`src/rtl/ifu_fetch_pkg.sv`:
```
// Shared constants and state encoding for the instruction fetch unit.
// A response carrying an access fault is stored as INST_NOP with its error flag set.
package ifu_fetch_pkg;
  localparam int          DATA_WIDTH   = 32;
  localparam logic [31:0] INST_NOP     = 32'h0000_0013;
  localparam logic [31:0] RESET_PC_DEF = 32'h8000_0000;

  typedef enum logic {
    IFU_IDLE = 1'b0,
    IFU_RUN  = 1'b1
  } ifu_state_e;
endpackage

```
`src/rtl/ifu_fifo.sv`:
```
// Generic synchronous FIFO (power-of-two depth) with flush and occupancy count.
// Data storage is not reset; only the pointers and the count are.
module ifu_fifo #(
  parameter int WIDTH = 65,
  parameter int DEPTH = 2
) (
  input  logic                     clk,
  input  logic                     rst_n,
  input  logic                     push_i,
  input  logic [WIDTH-1:0]         wdata_i,
  input  logic                     pop_i,
  input  logic                     flush_i,
  output logic [WIDTH-1:0]         rdata_o,
  output logic                     full_o,
  output logic                     empty_o,
  output logic [$clog2(DEPTH):0]   count_o
);
  localparam int PW = $clog2(DEPTH);
  localparam int CW = PW + 1;

  logic [WIDTH-1:0] mem_q [DEPTH];
  logic [PW-1:0]    wr_ptr_q, wr_ptr_d, rd_ptr_q, rd_ptr_d;
  logic [CW-1:0]    count_q, count_d;
  logic             do_push, do_pop;

  assign full_o  = (count_q == CW'(DEPTH));
  assign empty_o = (count_q == '0);
  assign count_o = count_q;
  assign rdata_o = mem_q[rd_ptr_q];

  always_comb begin
    do_pop   = pop_i & ~empty_o;
    // a pop in the same cycle frees the slot a push into a full FIFO needs
    do_push  = push_i & (~full_o | do_pop);
    wr_ptr_d = wr_ptr_q;
    rd_ptr_d = rd_ptr_q;
    count_d  = count_q + CW'(do_push) - CW'(do_pop);
    if (do_push) wr_ptr_d = wr_ptr_q + PW'(1);
    if (do_pop)  rd_ptr_d = rd_ptr_q + PW'(1);
    if (flush_i) begin
      do_push  = 1'b0;
      wr_ptr_d = '0;
      rd_ptr_d = '0;
      count_d  = '0;
    end
  end

  always_ff @(posedge clk or negedge rst_n) begin
    if (!rst_n) begin
      wr_ptr_q <= '0;
      rd_ptr_q <= '0;
      count_q  <= '0;
    end else begin
      wr_ptr_q <= wr_ptr_d;
      rd_ptr_q <= rd_ptr_d;
      count_q  <= count_d;
    end
  end

  always_ff @(posedge clk) begin
    if (do_push) mem_q[wr_ptr_q] <= wdata_i;
  end
endmodule

```
`src/rtl/ifu_fetch.sv`:
```
// Instruction fetch unit: credit-limited word fetches, in-order response buffering,
// and redirect handling that flushes the buffer and drops in-flight responses.
module ifu_fetch
  import ifu_fetch_pkg::*;
#(
  parameter int                    ADDR_WIDTH = 32,
  parameter logic [ADDR_WIDTH-1:0] RESET_PC   = ADDR_WIDTH'(RESET_PC_DEF),
  parameter int                    FIFO_DEPTH = 2
) (
  input  logic                  clk,
  input  logic                  rst_n,
  input  logic                  redirect_i,
  input  logic [ADDR_WIDTH-1:0] redirect_pc_i,
  output logic                  imem_req_o,
  output logic [ADDR_WIDTH-1:0] imem_addr_o,
  input  logic                  imem_gnt_i,
  input  logic                  imem_rvalid_i,
  input  logic [DATA_WIDTH-1:0] imem_rdata_i,
  input  logic                  imem_err_i,
  output logic                  inst_valid_o,
  output logic [DATA_WIDTH-1:0] inst_o,
  output logic [ADDR_WIDTH-1:0] inst_pc_o,
  output logic                  inst_err_o,
  input  logic                  inst_ready_i
);
  localparam int CW = $clog2(FIFO_DEPTH) + 1;
  localparam int FW = 1 + ADDR_WIDTH + DATA_WIDTH;

  ifu_state_e            state_q, state_d;
  logic [ADDR_WIDTH-1:0] pc_q, pc_d, resp_pc_q, resp_pc_d;
  logic [CW-1:0]         outst_q, outst_d, discard_q, discard_d;

  logic [CW-1:0] fifo_count;
  logic          fifo_full, fifo_empty, fifo_push, fifo_pop;
  logic [FW-1:0] fifo_wdata, fifo_rdata;
  logic [CW:0]   inflight;
  logic          gnt_fire, rsp_fire, rsp_keep;

  assign inflight    = {1'b0, fifo_count} + {1'b0, outst_q};
  assign imem_req_o  = (state_q == IFU_RUN) & ~redirect_i & (inflight < (CW+1)'(FIFO_DEPTH));
  assign imem_addr_o = pc_q;
  assign gnt_fire    = imem_req_o & imem_gnt_i;
  // a response with nothing outstanding (e.g. from before a reset) is ignored
  assign rsp_fire    = imem_rvalid_i & (outst_q != '0);
  assign rsp_keep    = rsp_fire & (discard_q == '0) & ~redirect_i;

  always_comb begin
    state_d   = (state_q == IFU_IDLE) ? IFU_RUN : state_q;
    pc_d      = pc_q;
    resp_pc_d = resp_pc_q;
    discard_d = discard_q;
    outst_d   = outst_q + CW'(gnt_fire) - CW'(rsp_fire);
    if (gnt_fire)                     pc_d      = pc_q + ADDR_WIDTH'(4);
    if (rsp_fire && discard_q != '0)  discard_d = discard_q - CW'(1);
    if (rsp_keep)                     resp_pc_d = resp_pc_q + ADDR_WIDTH'(4);
    // everything still in flight after this cycle belongs to the old stream
    if (redirect_i) begin
      pc_d      = {redirect_pc_i[ADDR_WIDTH-1:2], 2'b00};
      resp_pc_d = {redirect_pc_i[ADDR_WIDTH-1:2], 2'b00};
      discard_d = outst_d;
    end
  end

  always_ff @(posedge clk or negedge rst_n) begin
    if (!rst_n) begin
      state_q   <= IFU_IDLE;
      pc_q      <= RESET_PC;
      resp_pc_q <= RESET_PC;
      outst_q   <= '0;
      discard_q <= '0;
    end else begin
      state_q   <= state_d;
      pc_q      <= pc_d;
      resp_pc_q <= resp_pc_d;
      outst_q   <= outst_d;
      discard_q <= discard_d;
    end
  end

  assign fifo_push  = rsp_keep & (~fifo_full | fifo_pop);
  assign fifo_pop   = inst_valid_o & inst_ready_i & ~redirect_i;
  assign fifo_wdata = {imem_err_i, resp_pc_q, (imem_err_i ? INST_NOP : imem_rdata_i)};

  ifu_fifo #(
    .WIDTH (FW),
    .DEPTH (FIFO_DEPTH)
  ) u_fifo (
    .clk     (clk),
    .rst_n   (rst_n),
    .push_i  (fifo_push),
    .wdata_i (fifo_wdata),
    .pop_i   (fifo_pop),
    .flush_i (redirect_i),
    .rdata_o (fifo_rdata),
    .full_o  (fifo_full),
    .empty_o (fifo_empty),
    .count_o (fifo_count)
  );

  // head fields read as reset values while the buffer is empty
  assign inst_valid_o = ~fifo_empty;
  assign inst_o       = fifo_empty ? INST_NOP : fifo_rdata[DATA_WIDTH-1:0];
  assign inst_pc_o    = fifo_empty ? '0 : fifo_rdata[DATA_WIDTH +: ADDR_WIDTH];
  assign inst_err_o   = fifo_empty ? 1'b0 : fifo_rdata[FW-1];
endmodule

```
`config.mk`:
```
export PLATFORM = sky130hd
export DESIGN_NAME = ifu_fetch
export DESIGN_NICKNAME = d
export VERILOG_FILES = /design/src/rtl/ifu_fetch_pkg.sv /design/src/rtl/ifu_fifo.sv /design/src/rtl/ifu_fetch.sv
export SDC_FILE = /design/constraint.sdc
export NUM_CORES = 1
export LEC_CHECK = 0
export BUFFER_PORTS_ARGS = -buffer_cell sky130_fd_sc_hd__buf_4
export CELL_PAD_IN_SITES_DETAIL_PLACEMENT = 1
export CELL_PAD_IN_SITES_GLOBAL_PLACEMENT = 1
export CORE_ASPECT_RATIO = 0.6
export CORE_MARGIN = 2
export CORE_UTILIZATION = 49
export DETAILED_ROUTE_END_ITERATION = 16
export PLACE_DENSITY = 0.9
export SLEW_MARGIN = 0
export SYNTH_ARGS = -nofsm -noshare
export SYNTH_HDL_FRONTEND = slang
export SYNTH_HIERARCHICAL = 1
export SYNTH_SLANG_ARGS = --single-unit
```
`constraint.sdc`:
```
create_clock -name clk -period 17.6 [get_ports clk]
set_input_delay 2.64 -clock clk [delete_from_list [all_inputs] [get_ports clk]]
set_output_delay 2.64 -clock clk [all_outputs]
set_load 0.01 [all_outputs]
```
==> results of run 1 <==
==> how the worst max path moves through the flow <==
stage | startpoint | endpoint | slack, ns
4_1_cts | redirect_i | imem_req_o | 11.25
3_5_place_dp | redirect_i | imem_req_o | 11.26
5_1_grt | redirect_i | imem_req_o | 11.19
3_3_place_gp | redirect_i | imem_req_o | 11.27
6_report | redirect_i | imem_req_o | 11.24
2_1_floorplan | redirect_i | u_fifo/mem_q[1][0]$_DFFE_PP_ | 8.87
==> synthesized netlist by cell type, types with 6 or more instances <==
| master | n |
|---|---|
| and3_1 | 13 |
| inv_1 | 18 |
| dfrtp_1 | 67 |
| xor2_1 | 24 |
| o211ai_1 | 13 |
| o21ai_0 | 44 |
| o311ai_0 | 6 |
| or2_2 | 7 |
| ha_1 | 7 |
| nand2_1 | 60 |
| buf_2 | 7 |
| mux2_4 | 40 |
| xnor2_1 | 12 |
| nor2_1 | 29 |
| clkbuf_1 | 18 |
| edfxtp_1 | 130 |
| nor3_1 | 6 |
| nand4_1 | 26 |
| nand3_1 | 30 |
| nor2b_1 | 93 |
| mux2_2 | 27 |
| buf_6 | 7 |
==> per-stage QoR <==
step / cell area, sq um / cells / total power, mW / util
after floorplan: 9507 / 754 / 0.6842 / -
after global placement: 10910 / 1135 / 0.7680 / 0.5745
after detailed placement: 10910 / 1135 / 0.7825 / 0.5745
after CTS: 11460 / 1167 / 1.156 / 0.6037
after global routing: 11460 / 1167 / 1.194 / 0.6037
final: 11460 / 1167 / 1.146 / 0.6037
==> layout make-up <==
class	count	area [sq um]	area share
Tap cell	246	307.8	0.02686
Sequential cell	199	5637	0.4919
Timing Repair Buffer	171	1284	0.1120
Multi-Input combinational cell	500	3606	0.3147
Inverter	19	71.32	0.006224
Clock buffer	22	475.5	0.04149
Clock inverter	10	77.57	0.006770
==> worst reg2reg max path, cell delays in order (launching register included) <==
cell     delay (ns)
dfrtp_1        0.45
and2_1         0.18
fa_1           0.44
nor4b_2        0.44
and2_2         0.49
inv_2          0.35
ha_1           0.38
inv_1          0.04
ha_1           0.18
xnor2_1        0.14
xnor2_1        0.24
nand2_1        0.08
o21ai_0        0.11
==> metal layers <==
layer | share of wire | wire length (microns)
met5 | 0 | 0
met4 | 0.011 | 268
met3 | 0.045 | 1098
met2 | 0.49 | 12150
met1 | 0.45 | 11080
==> report_power, final <==
part           switching (mW)  internal, mW
Sequential             0.0378         0.536
Clock                   0.167         0.206
Combinational           0.109        0.0912
Total                   0.314         0.832
==> kinds of logic (layout without fill, tap and decap cells) <==
kind of cell / after synthesis / in the layout / synth area share
compound gates: 88 / 88 / 0.05842
xor+xnor: 36 / 36 / 0.03323
fa+ha+maj: 8 / 8 / 0.01134
buf+inv: 55 / 222 / 0.03006
flops: 199 / 199 / 0.5937
mux: 69 / 69 / 0.09759
other cells: 2 / 7 / 0.0007915
simple gates: 292 / 292 / 0.1749
==> state kept, by name (all words and copies together), names as in the netlist <==
signal	cells
discard_q	2
u_fifo/count_o	2
u_fifo/wr_ptr_q	1
imem_addr_o	30
resp_pc_q	30
u_fifo/rd_ptr_q	1
u_fifo/mem_q	130
outst_q	2
state_q	1
==> run metrics, run 1 <==
Yosys reg bits 199; ys async rst share 0.3467; Crit path max-delay family simple AND/OR/NAND/NOR gates; met3 usage 0.04416; Final Cycle Share 0.3616; via count between 6000 and 7000; crit path cell chain buf_4 > nor4b_2 > buf_4; grt ovf 0; share of cells above drive strength 1 0.3160; largest net degree at the start of global routing 76; TritonCTS clock tree yes; core area roughly 19000 sq um; FF-to-FF setup slack 14.01 ns; Hold-fix buffers, CTS 0; PnR worst setup slack 11.24 ns; critical hold path startpoint resp_pc_q[30]$_DFFE_PN0N_; hold_ws about 0.47 ns; Num CTS Buffers 17; CP Class in -> out; cts repair resizes 0; pre-CTS WS 11.26 ns; CP required 14.96 ns; skew final 0.008692 ns; H-tree levels 4; Fmax roughly 0.16 GHz; post-synth cell types 58; worst r2r path cells 12; Worst EP arrival roughly 3.7 ns; WP buf/inv 2; synthesized instance count 749; Slew headroom 0.1750; DR vias/cell 5.643; Ant. Diodes 0; CP Capture Type output pin; final HPWL from detailed placement 16.66 mm; initial antenna violation count 0; Synth Cell Area approximately 9500 sq um; global-route wire length before repair 38.61 mm; most used routing layer met2; filler instances 1921; Worst Hold End u_fifo/mem_q[1][62]$_DFFE_PP_; Max Slew Vio Count 0; most frequent CP cell buf_4; Reg-to-Reg Start u_fifo/count_o[0]$_DFF_PN0_; min cycle time layout 6.364 ns; outcome complete, no violations; port buffer count 165; Area growth syn-to-layout 20.77%; TritonCTS Sinks 199; ys flop type edfxtp_1; wire per inst 21.07 microns; worst skew pair latency around 0.43 ns; DRC 0; reg-to-reg critical path endpoint discard_q[1]$_DFFE_PN0P_; post-route ant nets 0; Ys Warns 6; Die X 183.6 microns; Final nets 987; critical path peak fanout 75; Post-synth EDFFs 130; Final Hold Vio Count 0; Synth area leaders edfxtp_1 (41%), dfrtp_1 (18%), mux2_4 (6.3%), nor2b_1 (6.1%), mux2_2 (3.2%); Crit path depth 3; Setup violations, final 0; hold path depth 0; maxcap violations 0; cell taking the most area after synthesis edfxtp_1; slowest cell delay on critical path 0.53 ns; routing usage on met1 0.3427; post-synth top area share 0.4114; Worst path slowest cell nor4b_2; # IOs 170; Startpoint Class input port; Setup Buffers After CTS 0; Row Count 39; Die ar. around 21000 sq um; HP Class reg -> reg; Clock transition at path regs approximately 0.070 ns; gr usage total 0.2461; CTS Buffer Depth 2; P per Cell Area 100.1 nW/um^2; Placer Congestion 0.8618; worst slew pin tran ~1.2 ns; die span in y 111.8 microns; Pre-antenna DRT Iters 5; syn avg cell area 12.67 sq um; M2 GR Usage 0.3987; RSZ-0062 raised after global routing false; 1st-iter DRT viols around 500; leakage 4.502 nW; commonest cells after routing, fill and taps aside buf_4 (171), edfxtp_1 (130), nor2b_1 (93); CTS Root Cell clkbuf_16; Sum Neg Setup Slack 0 ns; commonest non-fill, non-tap cell in the layout buf_4; Peak VDD IR approximately 0.000063 V; Initial Util 0.4998; vias in the first global route 6851; WL final 24.59 mm; sequential share of the synthesized area 0.5937
No activity file was read; power rests on OpenSTA's default activity.
==> inputs of run 2 (changes only) <==
--- a/config.mk
+++ b/config.mk
@@ -10,9 +10,9 @@
 export CELL_PAD_IN_SITES_GLOBAL_PLACEMENT = 1
 export CORE_ASPECT_RATIO = 0.6
 export CORE_MARGIN = 2
-export CORE_UTILIZATION = 49
+export CORE_UTILIZATION = 45
 export DETAILED_ROUTE_END_ITERATION = 16
-export PLACE_DENSITY = 0.9
+export PLACE_DENSITY = 0.84
 export SLEW_MARGIN = 0
 export SYNTH_ARGS = -nofsm -noshare
 export SYNTH_HDL_FRONTEND = slang
==> constraint.sdc (replaced) <==
create_clock -name clk -period 6.2 [get_ports clk]
set_input_delay 0.93 -clock clk [delete_from_list [all_inputs] [get_ports clk]]
set_output_delay 0.93 -clock clk [all_outputs]
set_load 0.01 [all_outputs]
==> run metrics, run 2 (same netlist as run 1, synthesis figures left out) <==
Biggest register u_fifo/mem_q; Final Hold Vio Count 0 (unchanged); Setup Buffers After CTS 0 (unchanged); maxcap violations 0 (unchanged); crit path cell chain buf_4 > mux2_2 > or2_2 > buf_4; CP Class reg -> out; HP Class reg -> reg; CP Capture Type output pin; Fmax 0.2738 GHz; H-tree levels 4 (unchanged); die span in y 116.5 microns (+4.2%); CP required 5.27 ns (-9.69 ns); Worst EP arrival 2.72 ns (-1.00 ns); initial antenna violation count 0 (unchanged); critical hold path startpoint resp_pc_q[29]$_DFFE_PN0N_; grt ovf 0 (unchanged); largest net degree at the start of global routing 76 (unchanged); commonest non-fill, non-tap cell in the layout buf_4; slowest cell delay on critical path 0.90 ns (+0.37 ns); WL final 23.78 mm (-3.3%); Sum Neg Setup Slack 0 ns (unchanged); hold_ws 0.4927 ns (+0.02354 ns); Initial Util 0.4555 (-0.04429); CP Launch Point u_fifo/rd_ptr_q$_DFFE_PN0P_; leakage 4.521 nW (+0.42%); via count 6566 (-0.29%); Startpoint Class flop; Setup violations, final 0 (unchanged); Peak VDD IR 0.0001955 V (+210%); TritonCTS clock tree yes; 1st-iter DRT viols 419 (-15%); core area 20830 sq um (+9.7%); CTS Root Cell clkbuf_16; Placer Congestion 0.8230 (-4.5%); worst slew pin tran 1.247 ns (+0.01434 ns); final HPWL from detailed placement 16.00 mm (-4.0%); Final Cycle Share 0.5891; Reg-to-Reg Start u_fifo/count_o[0]$_DFF_PN0_; Slew headroom 0.1654 (-0.009593); RSZ-0062 raised after global routing false; skew final 0.009412 ns (+0.0007201 ns); P per Cell Area 287.1 nW/um^2 (+190%); min cycle time layout 3.652 ns; port buffer count 165 (unchanged); Worst path slowest cell dfrtp_4; DRC 0 (unchanged); Num CTS Buffers 17 (unchanged); global-route wire length before repair 36.88 mm (-4.5%); Hold-fix buffers, CTS 0 (unchanged); Row Count 41 (+5.1%); Final nets 985 (-0.20%); gr usage total 0.2190 (-0.02713); worst skew pair latency 0.43 ns (about the same); Die X 191.5 microns (+4.3%); most frequent CP cell buf_4; DR vias/cell 5.481 (-2.9%); Max Slew Vio Count 0 (unchanged); commonest cells after routing, fill and taps aside buf_4 (169), edfxtp_1 (130), nor2b_1 (93); cts repair resizes 0 (unchanged); Pre-antenna DRT Iters 5 (unchanged); vias in the first global route 6776 (-1.1%); TritonCTS Sinks 199 (unchanged); Die ar. 22300 sq um (+8.6%); post-route ant nets 0 (unchanged); outcome complete, no violations; # IOs 170 (unchanged); wire per inst 19.85 microns (-5.8%); critical path peak fanout 38 (-49%); share of cells above drive strength 1 0.3166 (+0.0006876); max FFs per register 130 (unchanged); CTS Buffer Depth 2 (unchanged); Ant. Diodes 0 (unchanged); Clock transition at path regs 0.07 ns (about the same); Area growth syn-to-layout 21.77%
==> run 2: changes by cell type in the layout (fill, tap and decap cells not counted), sizes merged <==
cell      before  now
clkinvlp       0    1
bufinv         1    0
buf          171  169
clkbuf        22   25
clkinv         9    3
inv           19   22
==> run 2: worst paths after layout <==
path                                                      end  slack (ns)  cells after the start
worst max register to register       discard_q[1]$_DFFE_PN0P_        2.72                     12
max in group asynchronous         u_fifo/rd_ptr_q$_DFFE_PN0P_        4.83                      1
worst min-delay path            u_fifo/mem_q[1][61]$_DFFE_PP_        0.49                      0
min in group asynchronous           resp_pc_q[26]$_DFFE_PN0N_        0.63                      1
worst max-delay path                                inst_o[1]        2.55                      4
worst min register to register  u_fifo/mem_q[1][61]$_DFFE_PP_        0.49                      0
==> run 2: per-layer routing <==
layer | vias to the layer above | global-route usage | wire length (microns)
met5 | - | 0 | 0
met4 | 0 | 0.06308 | 222
met3 | 18 | 0.04537 | 1291
met2 | 177 | 0.3603 | 11520
met1 | 3349 | 0.2973 | 10740
li1 | 3022 | - | -
==> run 2: power by group <==
part           internal, mW  switching (mW)  total, mW  leakage [nW]
Clock                 0.635           0.495       1.13         0.302
Sequential             1.52           0.104       1.62          2.02
Combinational         0.259           0.303      0.562          2.20
==> run 2: metrics by stage <==
stage | setup slack (ns) | util | area [sq um] | std cells | total power [mW]
floorplan | 1.480 | - | 9517 | 754 | 1.941
global placement | 2.547 | 0.5255 | 10940 | 1166 | 2.186
detailed placement | 2.410 | 0.5255 | 10940 | 1166 | 2.216
CTS | 2.518 | 0.5547 | 11550 | 1198 | 3.350
global route | 2.398 | 0.5547 | 11550 | 1198 | 3.465
finish | 2.548 | 0.5547 | 11550 | 1198 | 3.316
==> run 2: cell type report <==
type / count / area [sq um]
fillers: 2167 / 9274
clock inverters: 7 / 48.80
multi-input cells: 500 / 3618
clock buffers: 25 / 560.5
inverters: 19 / 71.32
flip-flops and latches: 199 / 5637
repair buffers: 169 / 1269
well taps: 279 / 349.1
==> run 2: critical path: cells and delay by family (launching register included) <==
| family | cells | cell delay [ns] |
|---|---|---|
| buffers and inverters | 2 | 0.69 |
| DFF | 1 | 0.90 |
| muxes | 1 | 0.38 |
| and+or+nand+nor | 1 | 0.28 |
